### src/rtl/fft_frame_buffer_if.sv
// Sample-side and FFT-side signals of the FFT frame buffer, grouped as one bundle.
// With FRAME_DROP_COUNT_EN defined the bundle also carries the 8-bit drop_count.
interface fft_frame_buffer_if #(
  parameter int WIDTH = 12,
  parameter int N     = 16
);
  // sample_valid has no ready partner: the buffer accepts every valid sample
  // unless a complete frame is still waiting for the FFT. In that case the
  // sample is dropped and overrun is raised. start is a level request that
  // stays high until the FFT answers with done.
  logic [WIDTH-1:0] sample_in;
  logic             sample_valid;
  logic [WIDTH-1:0] frame_samples [0:N-1];
  logic             start;
  logic             done;
  logic             overrun;
`ifdef FRAME_DROP_COUNT_EN
  logic [7:0]       drop_count;

  modport master (output sample_in, sample_valid, done,
                  input  frame_samples, start, overrun, drop_count);
  modport slave  (input  sample_in, sample_valid, done,
                  output frame_samples, start, overrun, drop_count);
`else
  modport master (output sample_in, sample_valid, done,
                  input  frame_samples, start, overrun);
  modport slave  (input  sample_in, sample_valid, done,
                  output frame_samples, start, overrun);
`endif
endinterface

### src/rtl/fft_frame_buffer.sv
// Ping-pong frame buffer: it collects N samples into one bank while the other bank feeds the FFT.
// Optional macro FRAME_DROP_COUNT_EN adds a saturating 8-bit count of dropped samples.
module fft_frame_buffer #(
  parameter int WIDTH = 12,
  parameter int N     = 16
) (
  input  logic               clk,
  input  logic               rst,
  fft_frame_buffer_if.slave  bus,
  output logic               state_dbg
);
  localparam int PW = $clog2(N);

  typedef enum logic {IDLE = 1'b0, RUN = 1'b1} state_t;

  state_t           state, state_next;
  logic [PW-1:0]    wr_ptr;
  logic             frame_ready;
  logic             bank_sel;      // index of the bank being written
  logic             overrun_q;
  logic [WIDTH-1:0] bank [0:1][0:N-1];

  logic accept, drop, last_write, swap, rd_sel;

  assign accept     = bus.sample_valid && !frame_ready;
  assign drop       = bus.sample_valid &&  frame_ready;
  assign last_write = accept && (wr_ptr == PW'(N - 1));
  assign swap       = (state == IDLE) && frame_ready;
  assign rd_sel     = ~bank_sel;

  always_ff @(posedge clk or negedge rst) begin
    if (!rst) state <= IDLE;
    else      state <= state_next;
  end

  // done is only meaningful while a frame is being transformed.
  always_comb begin
    state_next = state;
    case (state)
      IDLE:    if (frame_ready) state_next = RUN;
      RUN:     if (bus.done)    state_next = IDLE;
      default: state_next = IDLE;
    endcase
  end

  always_comb begin
    bus.start = (state == RUN);
    state_dbg = state;
  end

  always_ff @(posedge clk or negedge rst) begin
    if (!rst) begin
      wr_ptr      <= '0;
      frame_ready <= 1'b0;
      bank_sel    <= 1'b0;
      overrun_q   <= 1'b0;
      for (int b = 0; b < 2; b++)
        for (int i = 0; i < N; i++)
          bank[b][i] <= '0;
    end else begin
      if (accept) begin
        bank[bank_sel][wr_ptr] <= bus.sample_in;
        wr_ptr <= last_write ? '0 : wr_ptr + 1'b1;
      end
      // swap needs frame_ready=1 and last_write needs frame_ready=0, so at most one applies.
      if (swap)            frame_ready <= 1'b0;
      else if (last_write) frame_ready <= 1'b1;
      if (swap) bank_sel  <= ~bank_sel;
      if (drop) overrun_q <= 1'b1;
    end
  end

  assign bus.overrun = overrun_q;

  // The read bank is written only after it becomes the write bank, so the frame holds through RUN.
  always_comb begin
    for (int i = 0; i < N; i++)
      bus.frame_samples[i] = bank[rd_sel][i];
  end

`ifdef FRAME_DROP_COUNT_EN
  logic [7:0] drop_count_q;

  always_ff @(posedge clk or negedge rst) begin
    if (!rst)                               drop_count_q <= 8'd0;
    else if (drop && drop_count_q != 8'hFF) drop_count_q <= drop_count_q + 8'd1;
  end

  assign bus.drop_count = drop_count_q;
`endif

endmodule

### src/flat_wrapper.sv
// flat-port wrapper written by rule: the top's interface ports become plain ports
module fft_frame_buffer_flat 
#(
  parameter int WIDTH = 12,
  parameter int N     = 16
)
  (clk, rst, state_dbg, bus_sample_in, bus_sample_valid, bus_done, bus_frame_samples, bus_start, bus_overrun);
  fft_frame_buffer_if #(.WIDTH(WIDTH), .N(N)) bus_i ();
  input  logic clk;
  input  logic rst;
  output logic state_dbg;
  input wire logic [$bits(bus_i.sample_in)-1:0] bus_sample_in;
  input wire logic [$bits(bus_i.sample_valid)-1:0] bus_sample_valid;
  input wire logic [$bits(bus_i.done)-1:0] bus_done;
  output wire logic [$bits(bus_i.frame_samples)-1:0] bus_frame_samples;
  output wire logic [$bits(bus_i.start)-1:0] bus_start;
  output wire logic [$bits(bus_i.overrun)-1:0] bus_overrun;
  assign bus_i.sample_in = bus_sample_in;
  assign bus_i.sample_valid = bus_sample_valid;
  assign bus_i.done = bus_done;
  assign bus_frame_samples = {>>{bus_i.frame_samples}};
  assign bus_start = bus_i.start;
  assign bus_overrun = bus_i.overrun;
  fft_frame_buffer #(.WIDTH(WIDTH), .N(N)) u_core (.clk(clk), .rst(rst), .bus(bus_i), .state_dbg(state_dbg));
endmodule
### config.mk
export PLATFORM = sky130hd
export DESIGN_NAME = fft_frame_buffer_flat
export DESIGN_NICKNAME = d
export VERILOG_FILES = /design/src/rtl/fft_frame_buffer_if.sv /design/src/rtl/fft_frame_buffer.sv /design/src/flat_wrapper.sv
export SDC_FILE = /design/constraint.sdc
export NUM_CORES = 1
export LEC_CHECK = 0
export ABC_AREA = 1
export CORE_UTILIZATION = 45
export CTS_BUF_LIST = sky130_fd_sc_hd__clkbuf_2
export CTS_CLUSTER_SIZE = 8
export DETAILED_ROUTE_END_ITERATION = 8
export PLACE_DENSITY = 0.69
export SLEW_MARGIN = 20
export SYNTH_ARGS = -nofsm -noshare
export SYNTH_HDL_FRONTEND = slang
export SYNTH_SLANG_ARGS = --single-unit
### constraint.sdc
create_clock -name clk -period 2.2 [get_ports clk]
set_clock_uncertainty 0.05 [all_clocks]
set_input_delay 0.66 -clock clk [delete_from_list [all_inputs] [get_ports clk]]
set_output_delay 0.66 -clock clk [all_outputs]
set_load 0.005 [all_outputs]
==> results of run 1 <==
[through the flow]
| stage | std cells | hold WS, ns | total power, uW | worst slack [ns] | utilization |
|---|---|---|---|---|---|
| 2_1_floorplan | 2369 | 0.314 | 18100 | 0.225 | - |
| 3_3_place_gp | 3063 | 0.403 | 25600 | -0.171 | 0.545 |
| 3_5_place_dp | 3063 | 0.409 | 25900 | -0.202 | 0.545 |
| 4_1_cts | 3266 | 0.0137 | 31300 | -1.19 | 0.576 |
| 5_1_grt | 3289 | 0.0661 | 34000 | -1.22 | 0.585 |
| 6_report | 3289 | 0.112 | 31700 | -1.09 | 0.585 |
[state kept, by name, indices dropped and copies added, names as in the netlist]
name,cells
u_core.bank,384
u_core.bank_sel,1
u_core.bus.overrun,1
u_core.bus.start,1
u_core.frame_ready,1
u_core.wr_ptr,4
[power breakdown]
group | total (uW) | switching (uW) | internal [uW]
clock network | 5010 | 3000 | 2020
logic | 14300 | 7450 | 6870
registers | 12400 | 2020 | 10300
[cell type report]
class                      instances  area (sq um)  area share
antenna                            2          5.00    0.000221
inverter                          61           241      0.0107
multi-input combinational       1761          7230       0.319
clock inverter                    28           169     0.00745
sequential                       392          9810       0.433
clock buffer                     147           736      0.0325
tap                              518           648      0.0286
timing repair buffer             380          3820       0.168
[cell usage after synthesis]
cell and instances:
a21oi_1 1, buf_1 4, buf_2 59, buf_4 14
buf_6 1, clkbuf_1 77, dfrtp_1 392, ha_1 4
inv_1 58, inv_2 3, nand2_1 1601, nand2_2 1
nand3_1 15, nand3_4 1, nand4_1 24, nor2_1 22
nor2_2 3, nor2_4 11, o21ai_0 75, o21bai_1 1
xor2_1 2
[cell families (layout without fill, tap and decap cells)]
family / count (synthesis) / count (layout)
AOI/OAI and AO/OA: 77 / 77
and+or+nand+nor: 1678 / 1678
buffers and inverters: 216 / 616
other: 0 / 2
DFF: 392 / 392
adders and majority gates: 4 / 4
xor gates and xnor gates: 2 / 2
[how the worst max path moves through the flow]
| stage | end | slack [ns] | depth (start not counted) |
|---|---|---|---|
| after floorplan | bus_frame_samples[101] | 0.22 | 6 |
| after global placement | u_core.bank[110]$_DFFE_PN0P_ | -0.17 | 7 |
| after detailed placement | u_core.bank[108]$_DFFE_PN0P_ | -0.20 | 7 |
| after CTS | bus_frame_samples[115] | -1.19 | 5 |
| after global routing | bus_frame_samples[62] | -1.22 | 5 |
| final | bus_frame_samples[59] | -1.09 | 5 |
[worst max-delay path, stage by stage (launching register included)]
cell and delay, ns:
dfrtp_4 0.54, buf_12 0.20, buf_12 0.19, nand2_1 0.07, nand2_1 0.12, clkdlybuf4s50_1 0.52
[layer usage]
metal,up-vias,track usage,part of all wire
li1,7836,-,-
met1,7924,0.377,0.43
met2,783,0.431,0.46
met3,103,0.0574,0.088
met4,0,0.108,0.026
met5,-,0,0
[timing repair]
item,in CTS,in global routing
hold buffers,13,0
endpoints found under the hold margin,488,0
gates resized for setup,249,267
pin swaps,2,9
setup endpoints to repair,195,195
gates cloned,3,5
buffers inserted,12,21
==> results.yml, run 1 <==
status:
  status: "finished with violations"
  violations: "negative setup slack"
place:
  post_dp_cell_area_sq_mm: 0.0211
  numPortBuffers: 210
  gp_congestion: 0.833
  dpl.hpwl_microns: 34800
drt:
  dr.pass1.iters: 6
  wl_per_cell_microns: 17.1
  wirelength_microns: 56200
  routed_via_density: 5.06
  ant_nets: 0
  drc: 0
  route.vias.total: 16600
  dr.first_iter.drc_count: 1467
setup_path:
  critical_path_required_ns: 1.49
  r2r_end: "u_core.bank[115]$_DFFE_PN0P_"
  crit_path_max_fanout: 25
  ff2ff_setup_slack_ns: 0.16
  crit_type: "flop to primary output"
  critPathArrivalTime_ns: 2.58
  worstSetupStartpointType: "flop"
  crit_start: "u_core.bank_sel$_DFFE_PN0P_"
  end_kind: "primary output"
  reg2reg_depth: 8
  reg2reg_from: "u_core.bank_sel$_DFFE_PN0P_"
floorplan:
  die_height_microns: 200
  rows: 72
  fp.coreArea_sq_mm: 0.0387
  start_util: 0.457
  io_pins: 211
  die_area_sq_mm: 0.0401
  dieWidth_microns: 200
sta:
  max-slew-margin-rel: 0.653
  worstMarginPinSlew_ns: 0.520
  hold_viol_final: 0
  period_minus_slack_ns: 3.29
  finalSetupViolCount: 195
  period_share: 1.49
  rsz0062_at_grt: "true"
  worst_slack_ns: -1.09
  slew_viol_final: 0
  tns_ns: -161.88
  max_freq_mhz: 304
logic_synthesis:
  synth_xor_area_frac: 0.000990
  synth_top_family_by_area: "simple AND/OR/NAND/NOR gates"
  yosys.area_share.adder: 0.00283
  synth_top_area_frac: 0.554
  ys_ff_latch: 392
  synth_top_area_cell: "dfrtp_1"
  yosys-mux-area-fraction: 0
  yosys.area_share.simple: 0.366
  syn_nets: 2389
  ys_seq_area_frac: 0.554
  synthCells: 2369
  synth_area_leaders: "dfrtp_1, nand2_1, o21ai_0"
  synth_compound_area_frac: 0.0219
  yosysWarningCount: 0
  synth.cell_area_sq_mm: 0.0177
  synth_cell_types: 21
  syn_avg_cell_area_sq_um: 7.47
power:
  power.density_mw_per_mm2: 1400
  vdd_ir_drop_max_uv: 607
  leakage_uw: 0.0132
final_layout:
  drive_gt1_frac: 0.192
  fillers: 3588
  final_nets: 2717
  layout_commonest_cell: "nand2_1"
  final_cell_mix: "nand2_1, dfrtp_1, clkbuf_2, buf_4, buf_2"
  final_area_sq_mm: 0.0227
  area_delta_synth_final_pct: 28.1
global_route:
  grt_overflow: 0
  track_usage: 0.276
  grt_max_degree: 76
  grt_pass1_vias: 16200
  antenna_found_initial: 2
  grt_pass1_wl_microns: 87400
job:
  drv_cap: 0
cts:
  insertion_delay_ns: 0.98
  cts_made_buffers: 101
  htreeDepth: 3
  cts_tree: "done"
  clock-sinks: 392
  cts_root_buf: "clkbuf_2"
  clk_path_buf_depth: 3
  path_clk_slew_ns: 0.09
hold_path:
  hp-class: "input pin to asynchronous set/reset pin"
Power figures use the tool's default switching activity.
==> run 2: changes to the inputs <==
==> constraint.sdc (replaced) <==
create_clock -name clk -period 3.5 [get_ports clk]
set_clock_uncertainty 0.05 [all_clocks]
set_input_delay 1.05 -clock clk [delete_from_list [all_inputs] [get_ports clk]]
set_output_delay 1.05 -clock clk [all_outputs]
set_load 0.005 [all_outputs]
==> run 2 against run 1 <==
Against the previous run:
- the run still ends with negative setup slack left
- critical path depth up 3
- global-route usage fell by 0.39 points
- hold slack better by 0.32 ns
- register-to-register slack improved by 0.82 ns
- highest routed layer unchanged
==> results.yml, run 2 (synthesis results as in run 1) <==
setup_path:
  crit_type: "flop to primary output"
  crit_path_max_fanout: 7
  critPathArrivalTime_ns: 2.51
  end_kind: "primary output"
  critical_path_required_ns: 2.40
  worstSetupStartpointType: "flop"
power:
  leakage_uw: 0.0140
  power.density_mw_per_mm2: 916
  vdd_ir_drop_max_uv: 437
sta:
  rsz0062_at_grt: "true"
  worstMarginPinSlew_ns: 1.08
  tns_ns: -1.47
  hold_viol_final: 0
  period_share: 1.03
  slew_viol_final: 0
  max_freq_mhz: 277
  worst_slack_ns: -0.106
  finalSetupViolCount: 28
  period_minus_slack_ns: 3.61
  max-slew-margin-rel: 0.282
global_route:
  track_usage: 0.272
  grt_max_degree: 116
  grt_pass1_vias: 15800
  grt_pass1_wl_microns: 86400
  antenna_found_initial: 3
  grt_overflow: 0
status:
  violations: "negative setup slack"
  status: "finished with violations"
final_layout:
  largest_register_ffs: 384
  final_nets: 2674
  top_register: "u_core.bank"
  layout_commonest_cell: "nand2_1"
  reg_top3: "u_core.bank x384, u_core.wr_ptr x4"
  area_delta_synth_final_pct: 26.8
  final_cell_mix: "nand2_1, dfrtp_1, clkbuf_2, dlymetal6s2s_1, buf_4"
  final_core_util: 0.579
  drive_gt1_frac: 0.174
drt:
  wirelength_microns: 60800
  route.vias.total: 16700
  ant_nets: 0
  dr.first_iter.drc_count: 1804
  wl_per_cell_microns: 18.8
  drc: 0
  dr.pass1.iters: 5
  routed_via_density: 5.15
cts:
  htreeDepth: 3
  cts_root_buf: "clkbuf_2"
  cts_tree: "done"
  clk_path_buf_depth: 3
  insertion_delay_ns: 0.95
  clock-sinks: 392
  cts_made_buffers: 99
  path_clk_slew_ns: 0.10
floorplan:
  dieWidth_microns: 200
  rows: 72
  io_pins: 211
  start_util: 0.457
  fp.coreArea_sq_mm: 0.0387
  die_height_microns: 200
  die_area_sq_mm: 0.0401
hold_path:
  hp-class: "flop to flop"
place:
  place_worst_setup_slack_ns: 0.418
  numPortBuffers: 210
  gp_congestion: 0.808
  dpl.hpwl_microns: 31400
job:
  drv_cap: 0
run 2: changes by cell type in the layout (fill, tap and decap cells not counted), sizes merged:
cell and delta:
clkdlybuf4s50 -51, dlymetal6s2s +74, clkinvlp -1, dlygate4sd2 -5, diode +1, bufinv -2, dlygate4sd3 -12, clkdlybuf4s15 -11
clkinv -1, inv -1, buf -68, clkbuf +26
run 2: per-layer routing:
metal  vias up  GRT usage  share of wire
li1       7749          -              -
met5         -          0              0
met4         0      0.103          0.026
met3       109     0.0578          0.089
met2       829      0.422           0.47
met1      8002      0.375           0.42
run 2: cell type report:
class	instances	area, sq um
Inverter	61	255
Timing Repair inverter	2	60.1
Timing Repair Buffer	337	3640
Fill cell	3538	16300
Clock inverter	21	81.3
Clock buffer	143	716
Antenna cell	3	7.51
Multi-Input combinational cell	1761	7220
Sequential cell	392	9810
Tap cell	518	648
run 2: timing repair:
action	in CTS	in global routing
setup endpoints to repair	192	190
hold buffers	1	0
gates resized for setup	149	380
gates cloned	6	32
pin swaps	3	5
setup buffers	0	52
hold endpoints to repair	29	0
run 2: worst paths after layout:
check / from / depth (start not counted) / slack (ns) / end
min in group asynchronous: rst / 2 / 0.49 / u_core.bank[327]$_DFFE_PN0P_
max reg2reg: u_core.bank_sel$_DFFE_PN0P_ / 12 / 0.98 / u_core.bank[209]$_DFFE_PN0P_
min reg2reg: u_core.bank[107]$_DFFE_PN0P_ / 2 / 0.43 / u_core.bank[107]$_DFFE_PN0P_
max: u_core.bank_sel$_DFFE_PN0P_ / 8 / -0.11 / bus_frame_samples[191]
max in group asynchronous: rst / 3 / 1.92 / u_core.bank[378]$_DFFE_PN0P_
min: u_core.bank[107]$_DFFE_PN0P_ / 2 / 0.43 / u_core.bank[107]$_DFFE_PN0P_
run 2: power breakdown:
group | internal, uW | total, uW | switching (uW)
logic | 4610 | 9930 | 5320
registers | 6490 | 7670 | 1180
clock network | 1070 | 2950 | 1870
total | 12200 | 20600 | 8380
run 2: critical path, stage by stage, from the launching register on:
cell            delay (ns)
dfrtp_4               0.46
buf_12                0.20
clkinv_16             0.10
buf_4                 0.16
buf_16                0.13
buf_4                 0.16
nand2_1               0.13
nand2_1               0.06
dlymetal6s2s_1        0.15
run 2: stage by stage:
stage / hold slack (ns) / power (uW) / instance area, sq um / std cells
6_report: 0.429 / 20600 / 22400 / 3238
5_1_grt: 0.453 / 21900 / 22400 / 3237
4_1_cts: 0.404 / 19100 / 21100 / 3151
3_5_place_dp: 0.408 / 15700 / 20100 / 2980
3_3_place_gp: 0.403 / 15500 / 20100 / 2980
2_1_floorplan: 0.392 / 11400 / 17700 / 2369
